[src/rtl/mac_accumulator.sv]
// mac_accumulator: sums a prod_last-terminated run of unsigned 64-bit
// products into an ACC_W-bit accumulator and presents sum, term count and
// a sticky overflow flag over a valid/ready handshake.
// Optional feature macro: MAC_ACC_SAT_EN -- when defined, the accumulator
// saturates to all ones on overflow instead of wrapping.
module mac_accumulator #(
  parameter int ACC_W = 80,
  parameter int CNT_W = 16
) (
  input  logic             clk,
  input  logic             rst,
  input  logic [63:0]      prod,
  input  logic             prod_valid,
  input  logic             prod_last,
  output logic             prod_ready,
  input  logic             clear,
  output logic [ACC_W-1:0] acc,
  output logic [CNT_W-1:0] acc_count,
  output logic             ovf,
  output logic             acc_valid,
  input  logic             acc_ready
);

  typedef enum logic [1:0] {
    IDLE  = 2'd0,
    ACCUM = 2'd1,
    DONE  = 2'd2
  } state_t;

  state_t           state;
  state_t           state_next;
  logic [ACC_W-1:0] acc_next;
  logic [CNT_W-1:0] count_next;
  logic             ovf_next;
  logic             valid_next;
  logic             beat;
  logic [ACC_W:0]   prod_ext;
  logic [ACC_W:0]   sum;

  // Ready depends only on state and clear so there is no valid-to-ready path.
  assign prod_ready = (state != DONE) && !clear;
  assign beat       = prod_valid && prod_ready;

  // One guard bit above the accumulator catches the carry out of the top bit.
  assign prod_ext = {{(ACC_W + 1 - 64){1'b0}}, prod};
  assign sum      = {1'b0, acc} + prod_ext;

  // State register; reset drops straight back to IDLE.
  always_ff @(posedge clk or posedge rst) begin
    if (rst) begin
      state <= IDLE;
    end else begin
      state <= state_next;
    end
  end

  // Next-state and next-datapath decode; clear overrides everything else.
  always_comb begin
    state_next = state;
    acc_next   = acc;
    count_next = acc_count;
    ovf_next   = ovf;
    if (clear) begin
      state_next = IDLE;
      acc_next   = '0;
      count_next = '0;
      ovf_next   = 1'b0;
    end else begin
      case (state)
        IDLE: begin
          if (beat) begin
            acc_next   = prod_ext[ACC_W-1:0];
            count_next = CNT_W'(1);
            ovf_next   = 1'b0;
            state_next = prod_last ? DONE : ACCUM;
          end
        end
        ACCUM: begin
          if (beat) begin
`ifdef MAC_ACC_SAT_EN
            if (sum[ACC_W] || ovf) begin
              acc_next = '1;
            end else begin
              acc_next = sum[ACC_W-1:0];
            end
`else
            acc_next = sum[ACC_W-1:0];
`endif
            ovf_next = ovf | sum[ACC_W];
            if (acc_count != '1) begin
              count_next = acc_count + CNT_W'(1);
            end
            if (prod_last) begin
              state_next = DONE;
            end
          end
        end
        DONE: begin
          if (acc_ready) begin
            state_next = IDLE;
            acc_next   = '0;
            count_next = '0;
            ovf_next   = 1'b0;
          end
        end
        default: begin
          state_next = IDLE;
          acc_next   = '0;
          count_next = '0;
          ovf_next   = 1'b0;
        end
      endcase
    end
  end

  assign valid_next = (state_next == DONE);

  // Result registers, including a registered valid that rises one cycle after the last beat.
  always_ff @(posedge clk or posedge rst) begin
    if (rst) begin
      acc       <= '0;
      acc_count <= '0;
      ovf       <= 1'b0;
      acc_valid <= 1'b0;
    end else begin
      acc       <= acc_next;
      acc_count <= count_next;
      ovf       <= ovf_next;
      acc_valid <= valid_next;
    end
  end

endmodule

[config.mk]
export PLATFORM = sky130hd
export DESIGN_NAME = mac_accumulator
export DESIGN_NICKNAME = d
export VERILOG_FILES = /design/src/rtl/mac_accumulator.sv
export SDC_FILE = /design/constraint.sdc
export NUM_CORES = 1
export LEC_CHECK = 0
export ABC_CLOCK_PERIOD_IN_PS = 3650
export CAP_MARGIN = 20
export CORE_UTILIZATION = 50
export CTS_CLUSTER_DIAMETER = 120
export DETAILED_ROUTE_END_ITERATION = 10
export GPL_ROUTABILITY_DRIVEN = 0
export PLACE_DENSITY = 0.78
export SYNTH_ARGS = -nofsm -noshare
export SYNTH_HDL_FRONTEND = slang
export SYNTH_SLANG_ARGS = --single-unit
[constraint.sdc]
create_clock -name clk -period 3.65 [get_ports clk]
set_input_delay 0.73 -clock clk [delete_from_list [all_inputs] [get_ports clk]]
set_output_delay 0.73 -clock clk [all_outputs]
set_load 0.02 [all_outputs]
==> metrics, run 1 <==
Num CTS Buffers=9; post-synth top area share=29.2%; sequential element share of the synthesized area=29.2%; prevailing post-synth register cell=dfrtp_1; nets@finish=1490; post-route cell area=0.0121 mm²; vias in the first global route=9318; most frequent cell after synthesis=nand2_1; cell area power density=324 mW/mm²; largest net degree at the start of global routing=61; Max Cap Violations=0; Hold Crit Class=reg -> reg; CP required=3.89 ns; P_leak=0.00540 µW; Slew @ Worst Pin=0.833 ns; DR iter-0 viols=821; Critical Path Start Type=primary input; clock tree buffer depth=2; # IOs=169; Tmin final=3.60 ns; layout overhead on the synthesized area=41.3%; Post-synth ARST share=100%; # diodes=0; initial core utilization=51.5%; post-synthesis cell count=1053; Synth top cells by count=124 x nand2_1, 101 x o21ai_0, 100 x dfrtp_1; critical path launch point=prod[2]; FP Rows=47; total grt overflow=0; Fill cells=1312; fin util=72.7%; Mapped Nets=1189; Routed wire per std cell=17.9 µm; ratio of final minimum period to clock period=98.7%; total chip power=3920 µW; drt pass-1 iters=9; DRC Markers=0; endpoints failing hold=0; CP endpoint kind=flip-flop; final wirelength=28300 µm; final slew viol count=0; Post-Place Cell Area=0.0116 mm²; worst-path maximum fanout=4; first-pass GRT wire length=45100 µm; worst skew pair latency=0.37 ns; Die ar.=0.0177 mm²; CTS Root Cell=clkbuf_16; CP Class=in -> reg; ANT nets after route=0; f_max=278 MHz; Peak VDD IR=0.273 mV; mean area per synthesized cell=8.13 µm²; GR Util All Layers=31.7%; Vias/cell=6.10; hpwl dp=21100 µm; status=complete, no violations; Hold Path Origin=acc[26]; Die W=133 µm; Slew headroom=44.4%; ranking of synthesized cells by area=dfrtp_1 29%, ha_1 9.5%, o21ai_0 5.9%; Buffers on Ports=168; synth unique cells=71; routed vias=9632; number of synthesized flops with an enable pin=0; Hold Buf Count CTS=0; Die Height=133 µm; Setup Skew=0.0125 ns; clock sink count=100; post-synth top area cell=dfrtp_1; Yosys Warn Count=0; WP data arrival=3.84 ns; CTS tree=built; layout cell share with drive strength beyond 1=17.9%; final number of setup-violating endpoints=0; Clock transition at path regs=0.09 ns; H-tree Lvls=3; register bit total from synthesis=100; synthesized area=0.00857 mm²; FF-to-FF Start=acc[34]; Core Footprint=0.0166 mm²; initial antenna violation count=0
## final timing paths
kind                           end  slack [ns]  depth (start not counted)
hold reg to reg            acc[26]        0.52                          2
hold / removal             acc[26]        0.52                          2
max in group asynchronous  acc[22]        2.01                          3
min in group asynchronous  acc[57]        0.88                          2
setup / recovery           acc[63]        0.05                         14
setup reg to reg           acc[69]        0.50                         11
## cells by family (layout without fill, tap and decap cells)
group | Yosys count | count (layout) | share of synthesized area [%]
xor gates and xnor gates | 72 | 72 | 7.36
muxes | 33 | 33 | 3.94
buffers and inverters | 84 | 389 | 3.99
AOI/OAI and AO/OA | 372 | 373 | 27.6
and+or+nand+nor | 326 | 326 | 18.2
DFF | 100 | 100 | 29.2
adders and majority gates | 66 | 66 | 9.73
## layer usage
layer / vias up / part of all wire [%] / global-route usage [%]
met2: 479 / 47 / 52.3
met3: 66 / 8.6 / 7.39
met1: 4578 / 42 / 40.9
met4: 0 / 2.4 / 9.71
li1: 4509 / - / -
met5: - / 0 / 0
## critical path: stages
cell,delay (ns)
clkdlybuf4s50_1,0.48
ha_1,0.40
buf_4,0.17
a21oi_1,0.14
a21oi_1,0.11
o2111a_1,0.28
o21ai_1,0.23
and3_4,0.25
a31oi_4,0.11
a31o_4,0.28
buf_4,0.15
a41oi_1,0.25
xor2_1,0.16
o21ai_0,0.09
## cell usage in the layout (no fill, tap or decap), types with 5 or more instances in the layout
cell type and instances:
nor3_1 16, o21ai_0 94, buf_4 173, clkdlybuf4s50_1 165
a21o_1 30, nor2_1 68, nand3_1 29, and3_1 14
a31oi_1 6, xnor2_1 43, mux2_2 6, or4_1 8
o21bai_1 14, ha_1 63, inv_1 28, nor2b_1 5
a21oi_1 91, nand4_1 22, a22oi_1 32, o21ai_1 10
o211ai_1 15, o31ai_1 8, a21oi_2 7, nand2b_1 6
mux2i_1 27, xor2_1 29, nand2_1 123, a211oi_1 5
o21a_1 9, dfrtp_1 99, clkbuf_16 9
## final cells by class
class	count	area (µm²)	share of cell area [%]
multi-input cells	870	5900	48.7
repair buffers	343	3020	25.0
flip-flops and latches	100	2500	20.7
well taps	220	275	2.28
clock buffers	10	229	1.89
inverters	30	115	0.951
clock inverters	6	55.1	0.455
## registers in the layout, summed over array words and instances (netlist names)
signal / count
acc_count: 16
ovf: 1
acc: 80
state: 2
acc_valid: 1
## power breakdown
group,internal [µW],switching (µW),total [µW]
Sequential,1170,75.6,1250
Combinational,802,885,1690
Clock,478,508,987
## timing repair
action | 4_1_cts | 5_1_grt
buffers inserted | 2 | 3
cloned | 0 | 1
setup endpoints to repair | 23 | 38
resized for setup | 16 | 28
pin swaps | 5 | 19
## stage by stage
step / std cells / hold WS, ns / TNS (ns) / setup slack, ns
floorplan: 1053 / 0.611 / 0 / 0.210
global placement: 1557 / 0.495 / -14.99 / -0.520
detailed placement: 1557 / 0.506 / -17.77 / -0.607
CTS: 1575 / 0.526 / 0 / 0.0109
global route: 1579 / 0.550 / -0.000932 / -0.000932
finish: 1579 / 0.518 / 0 / 0.0477
Note: power is estimated with default switching activity, not from simulation.
==> run 2: changes to the inputs <==
--- a/config.mk
+++ b/config.mk
@@ -10,8 +10,10 @@
 export CORE_UTILIZATION = 50
 export CTS_CLUSTER_DIAMETER = 120
 export DETAILED_ROUTE_END_ITERATION = 10
+export DONT_BUFFER_PORTS = 1
 export GPL_ROUTABILITY_DRIVEN = 0
-export PLACE_DENSITY = 0.78
+export PLACE_DENSITY = 0.65
+export RECOVER_POWER = 100
 export SYNTH_ARGS = -nofsm -noshare
 export SYNTH_HDL_FRONTEND = slang
 export SYNTH_SLANG_ARGS = --single-unit
==> run 2 against run 1 <==
Against the previous run: the run now ends with capacitance limit, slew limit left; power fell by 11%; clock skew fell by 0.0012 ns; first-iteration DRC count fell by 46%; critical endpoint is now acc[69]; largest power group is now sequential cells.
==> metrics, run 2 (synthesized netlist as in run 1, its figures left out) <==
# IOs=169; CP required=3.92 ns; CTS tree=built; R2R setup slack=0.23 ns; Crit path depth=11; Setup WS pre-CTS=-0.199 ns; Num CTS Buffers=9; WP data arrival=3.69 ns; nets@finish=1201; Inst Count DP=1274; Hold Crit Class=in -> reg; Setup Skew=0.0113 ns; final wirelength=24700 µm; Crit path max-delay family=simple AND/OR/NAND/NOR gates; total chip power=3480 µW; GR Util All Layers=28.1%; routed vias=8035; cell area power density=373 mW/mm²; most common library cell in the layout ignoring fill and taps=nand2_1; failing checks=capacitance limit, slew limit; FP Rows=47; initial core utilization=51.5%; DRC Markers=0; post-route cell area=0.00933 mm²; Die Height=133 µm; P_leak=0.00413 µW; worst skew pair latency=0.36 ns; Die W=133 µm; Slew headroom=-56.0%; H-tree Lvls=3; most frequent cells in the layout=124 x nand2_1, 102 x o21ai_0, 99 x dfrtp_1; final setup margin=0.234 ns; Critical Path Start Type=flip-flop; status=finished with violations; DR iter-0 viols=441; Slew @ Worst Pin=2.33 ns; ANT nets after route=0; top flop regs=acc (80), acc_count (16), state (2); final slew viol count=50; Routed wire per std cell=19.1 µm; Post-Place Cell Area=0.00905 mm²; CP Class=reg -> reg; max reg flops=80; Critical Path Sink=acc[69]; WHS=0.418 ns; worst r2r dst=acc[69]; Max Cap Violations=1; Top reg by flops=acc; post-route insts no fill=1290; first-pass GRT wire length=40000 µm; crit path cell chain=ha_2 > nand4_4 > or3_1 > nor4_1 > o21ai_0 > and3_4 > a31oi_4 > a31o_4 > a21boi_4 > or4_1 > o211ai_1; layout cell share with drive strength beyond 1=8.13%; initial antenna violation count=0; Tmin final=3.42 ns; Peak VDD IR=0.239 mV; final number of setup-violating endpoints=0; critical path launch point=acc[35]; post-CTS setup repair buffer count=0; crit-path max cell delay=0.49 ns; Vias/cell=6.23; layout overhead on the synthesized area=8.92%; Worst Path Buf+Inv=0; worst-path maximum fanout=16; Die ar.=0.0177 mm²; ratio of final minimum period to clock period=93.6%; Core Footprint=0.0166 mm²; f_max=293 MHz; vias in the first global route=7845; FF-to-FF Start=acc[35]; hpwl dp=18400 µm; RSZ-0062 raised after global routing=false; CP endpoint kind=flip-flop; clock tree buffer depth=2; Clock transition at path regs=0.08 ns; Buffers on Ports=0; worst r2r path cells=11; total grt overflow=0; # diodes=0; clock sink count=100; drt pass-1 iters=5; endpoints failing hold=0; CTS Root Cell=clkbuf_16; largest net degree at the start of global routing=70; CP max stage cell=or4_1
## run 2: repair_timing
item | 4_1_cts | 5_1_grt
endpoints found under the hold margin | 0 | 0
hold buffers | 0 | 0
endpoints found under the setup margin | 0 | 15
resized for setup | 0 | 5
## run 2: worst min path at each step
| stage | slack (ns) | cells after the start | to | start |
|---|---|---|---|---|
| 2_1_floorplan | 0.61 | 2 | acc[10] | acc[10] |
| 3_3_place_gp | 0.62 | 2 | acc[1] | acc[1] |
| 3_5_place_dp | 0.64 | 2 | acc[26] | acc[26] |
| 4_1_cts | 0.37 | 1 | acc_count[14] | rst |
| 5_1_grt | 0.41 | 1 | acc[12] | clear |
| 6_report | 0.42 | 1 | acc[12] | clear |
## run 2: per-stage QoR
step	utilization (%)	setup TNS [ns]
after detailed placement	54.4	-1.26
final	56.1	0
after global routing	56.1	0
after CTS	56.2	0
after global placement	54.4	-0.556
after floorplan	-	0
## run 2: final cells by class
cell class / instances / area, µm²
clock inverter: 7 / 82.6
timing repair buffer: 55 / 388
fill: 1599 / 7310
tap: 220 / 275
multi-input combinational: 869 / 5740
clock buffer: 9 / 225
inverter: 30 / 114
sequential: 100 / 2500
## run 2: where the power goes
group / internal (µW) / total, µW / switching (µW)
Combinational: 458 / 1130 / 671
Sequential: 1170 / 1330 / 155
Clock: 544 / 1030 / 484
## run 2: routing by layer
metal / vias to the layer above / track usage, % / part of all wire (%) / routed length, µm
met5: - / 0 / 0 / 0
met4: 0 / 12.6 / 3.0 / 748
met3: 45 / 6.17 / 6.8 / 1690
met2: 260 / 42.8 / 44 / 10800
met1: 3813 / 38.1 / 46 / 11400
li1: 3917 / - / - / -
## run 2: worst register-to-register path: cells and delay by family (launching register included)
kind / cells / cell delay (ns)
AND/OR/NAND/NOR: 5 / 1.58
adder cells (fa/ha/maj): 1 / 0.45
flip-flops: 1 / 0.48
AO/OA/AOI/OAI: 5 / 0.81
==> run 3: changes to the inputs <==
--- a/config.mk
+++ b/config.mk
@@ -5,14 +5,13 @@
 export SDC_FILE = /design/constraint.sdc
 export NUM_CORES = 1
 export LEC_CHECK = 0
-export ABC_CLOCK_PERIOD_IN_PS = 3650
-export CAP_MARGIN = 20
+export ABC_CLOCK_PERIOD_IN_PS = 3050
 export CORE_UTILIZATION = 50
 export CTS_CLUSTER_DIAMETER = 120
 export DETAILED_ROUTE_END_ITERATION = 10
 export DONT_BUFFER_PORTS = 1
 export GPL_ROUTABILITY_DRIVEN = 0
-export PLACE_DENSITY = 0.65
+export PLACE_DENSITY = 0.68
 export RECOVER_POWER = 100
 export SYNTH_ARGS = -nofsm -noshare
 export SYNTH_HDL_FRONTEND = slang
==> constraint.sdc (replaced) <==
create_clock -name clk -period 3.05 [get_ports clk]
set_input_delay 0.61 -clock clk [delete_from_list [all_inputs] [get_ports clk]]
set_output_delay 0.61 -clock clk [all_outputs]
set_load 0.02 [all_outputs]
==> run 3 against run 2 <==
Against the previous run: combinational power increased by 65%; clock-buffer cell count did not move; worst setup slack worse by 0.26 ns; sequential power up 12%; sequential cell count did not move; the flow finishes with violations (capacitance limit, slew limit, setup timing); clock power up 19%; power increased by 32%; utilization is 9.1 points higher; first-iteration DRC count up 58%.
==> metrics, run 3 (synthesized netlist as in run 1, its figures left out) <==
Core Footprint=0.0166 mm²; Reg power frac=32.6%; clock sink count=100; initial antenna violation count=0; H-tree Lvls=3; Setup WS pre-CTS=-0.396 ns; WL met3=2260 µm; first-pass GRT wire length=43000 µm; fin util=65.2%; Buffers on Ports=0; vias in the first global route=8386; layout cell share with drive strength beyond 1=21.4%; cell area power density=423 mW/mm²; final number of setup-violating endpoints=6; hpwl dp=20300 µm; Clk pwr share=26.8%; endpoints failing hold=0; Top Metal Used=met4; Slew @ Worst Pin=1.68 ns; RSZ-0062 raised after global routing=true; P_leak=0.00478 µW; drt pass-1 iters=6; top flop regs=acc (80), acc_count (16), state (2); # IOs=169; Sw Ratio=38.8%; Setup Skew=0.0150 ns; Routed wire per std cell=19.0 µm; Hold Buf Count CTS=0; ratio of final minimum period to clock period=101%; Inst Count DP=1414; max reg flops=80; Die W=133 µm; CTS tree=built; ANT nets after route=0; Clock transition at path regs=0.08 ns; final slew viol count=35; final wirelength=27500 µm; GR Util All Layers=30.4%; DRC Markers=0; Peak VDD IR=0.369 mV; initial core utilization=51.5%; total grt overflow=0; nets@finish=1356; most frequent cells in the layout=150 x buf_4, 121 x nand2_1, 99 x dfrtp_1; WL met1=12000 µm; Hold Crit Class=in -> reg; WP data arrival=3.31 ns; Critical Path Start Type=flip-flop; failing checks=capacitance limit, slew limit, setup timing; Int Pwr=2810 µW; final setup margin=-0.0269 ns; CP required=3.28 ns; layout overhead on the synthesized area=26.7%; # diodes=0; f_max=325 MHz; combinational share of power=40.7%; Die Height=133 µm; crit path cell chain=ha_2 > inv_2 > fa_2 > nand2b_4 > a21oi_4 > o211ai_1 > buf_4 > o211ai_1 > a21oi_2 > o21ai_4 > buf_4 > buf_6 > nand3_1 > nand2_1 > xnor2_1 > o21ai_0; Tmin final=3.08 ns; FP Rows=47; CP endpoint kind=flip-flop; post-route insts no fill=1445; worst-path maximum fanout=4; crit-path max cell delay=0.35 ns; routed vias=8897; DR iter-0 viols=697; CP Class=reg -> reg; most common library cell in the layout ignoring fill and taps=buf_4; Slew headroom=-12.8%; status=finished with violations; worst skew pair latency=0.37 ns; CTS Root Cell=clkbuf_16; clock tree buffer depth=2; met2 wire len=12500 µm; Num CTS Buffers=9; Die ar.=0.0177 mm²; Vias/cell=6.16; Top reg by flops=acc; Max Cap Violations=1; largest net degree at the start of global routing=47; Psw=1780 µW; CP max stage cell=dfrtp_1
## run 3: power by group through the flow
stage,clock (µW),sequential (µW),combinational (µW)
detailed placement,0,1520,1740
global placement,0,1510,1730
finish,1230,1490,1870
CTS,1240,1490,1790
floorplan,0,1590,1020
global route,1290,1500,2030
## run 3: area by class of cell
type,count,area [µm²]
Clock buffer,9,225
Sequential cell,100,2500
Timing Repair Buffer,209,1400
Fill cell,1465,5790
Multi-Input combinational cell,870,6240
Inverter,30,114
Clock inverter,7,91.3
Tap cell,220,275
## run 3: worst max-delay path: cells and delay by family (launching register included)
family / cells / cell delay (ns)
buf+inv: 4 / 0.49
simple gates: 3 / 0.35
fa+ha+maj: 2 / 0.52
xor+xnor: 1 / 0.12
compound gates: 6 / 1.08
flops: 1 / 0.35
## run 3: what timing repair did
action,4_1_cts,5_1_grt
resized for setup,17,56
buffers inserted,4,11
endpoints found under the hold margin,0,0
endpoints found under the setup margin,22,44
pin swaps,10,32
cloned,0,1
## run 3: through the flow
step | cell area, µm² | hold WS (ns) | setup TNS, ns | total power [µW]
after global placement | 10300 | 0.617 | -8.43 | 3240
final | 10900 | 0.295 | -0.0700 | 4590
after CTS | 10700 | 0.292 | 0 | 4530
after floorplan | 8730 | 0.611 | -0.0220 | 2610
after detailed placement | 10300 | 0.625 | -9.43 | 3260
after global routing | 10900 | 0.287 | -2.60 | 4810
## run 3: worst paths after layout
| path | slack [ns] | from | end | cells after the start |
|---|---|---|---|---|
| max | -0.03 | acc[0] | acc[34] | 16 |
| min | 0.30 | clear | acc[12] | 1 |
| max reg2reg | -0.03 | acc[0] | acc[34] | 16 |
| min reg2reg | 0.66 | acc[0] | acc[0] | 3 |
| max in group asynchronous | 0.99 | rst | acc[7] | 2 |
| min in group asynchronous | 0.51 | rst | acc[47] | 1 |
## run 3: routing by layer
layer	up-vias	global-route usage, %
met3	52	6.09
met5	-	0
li1	4241	-
met1	4240	41.4
met4	0	9.51
met2	364	48.4
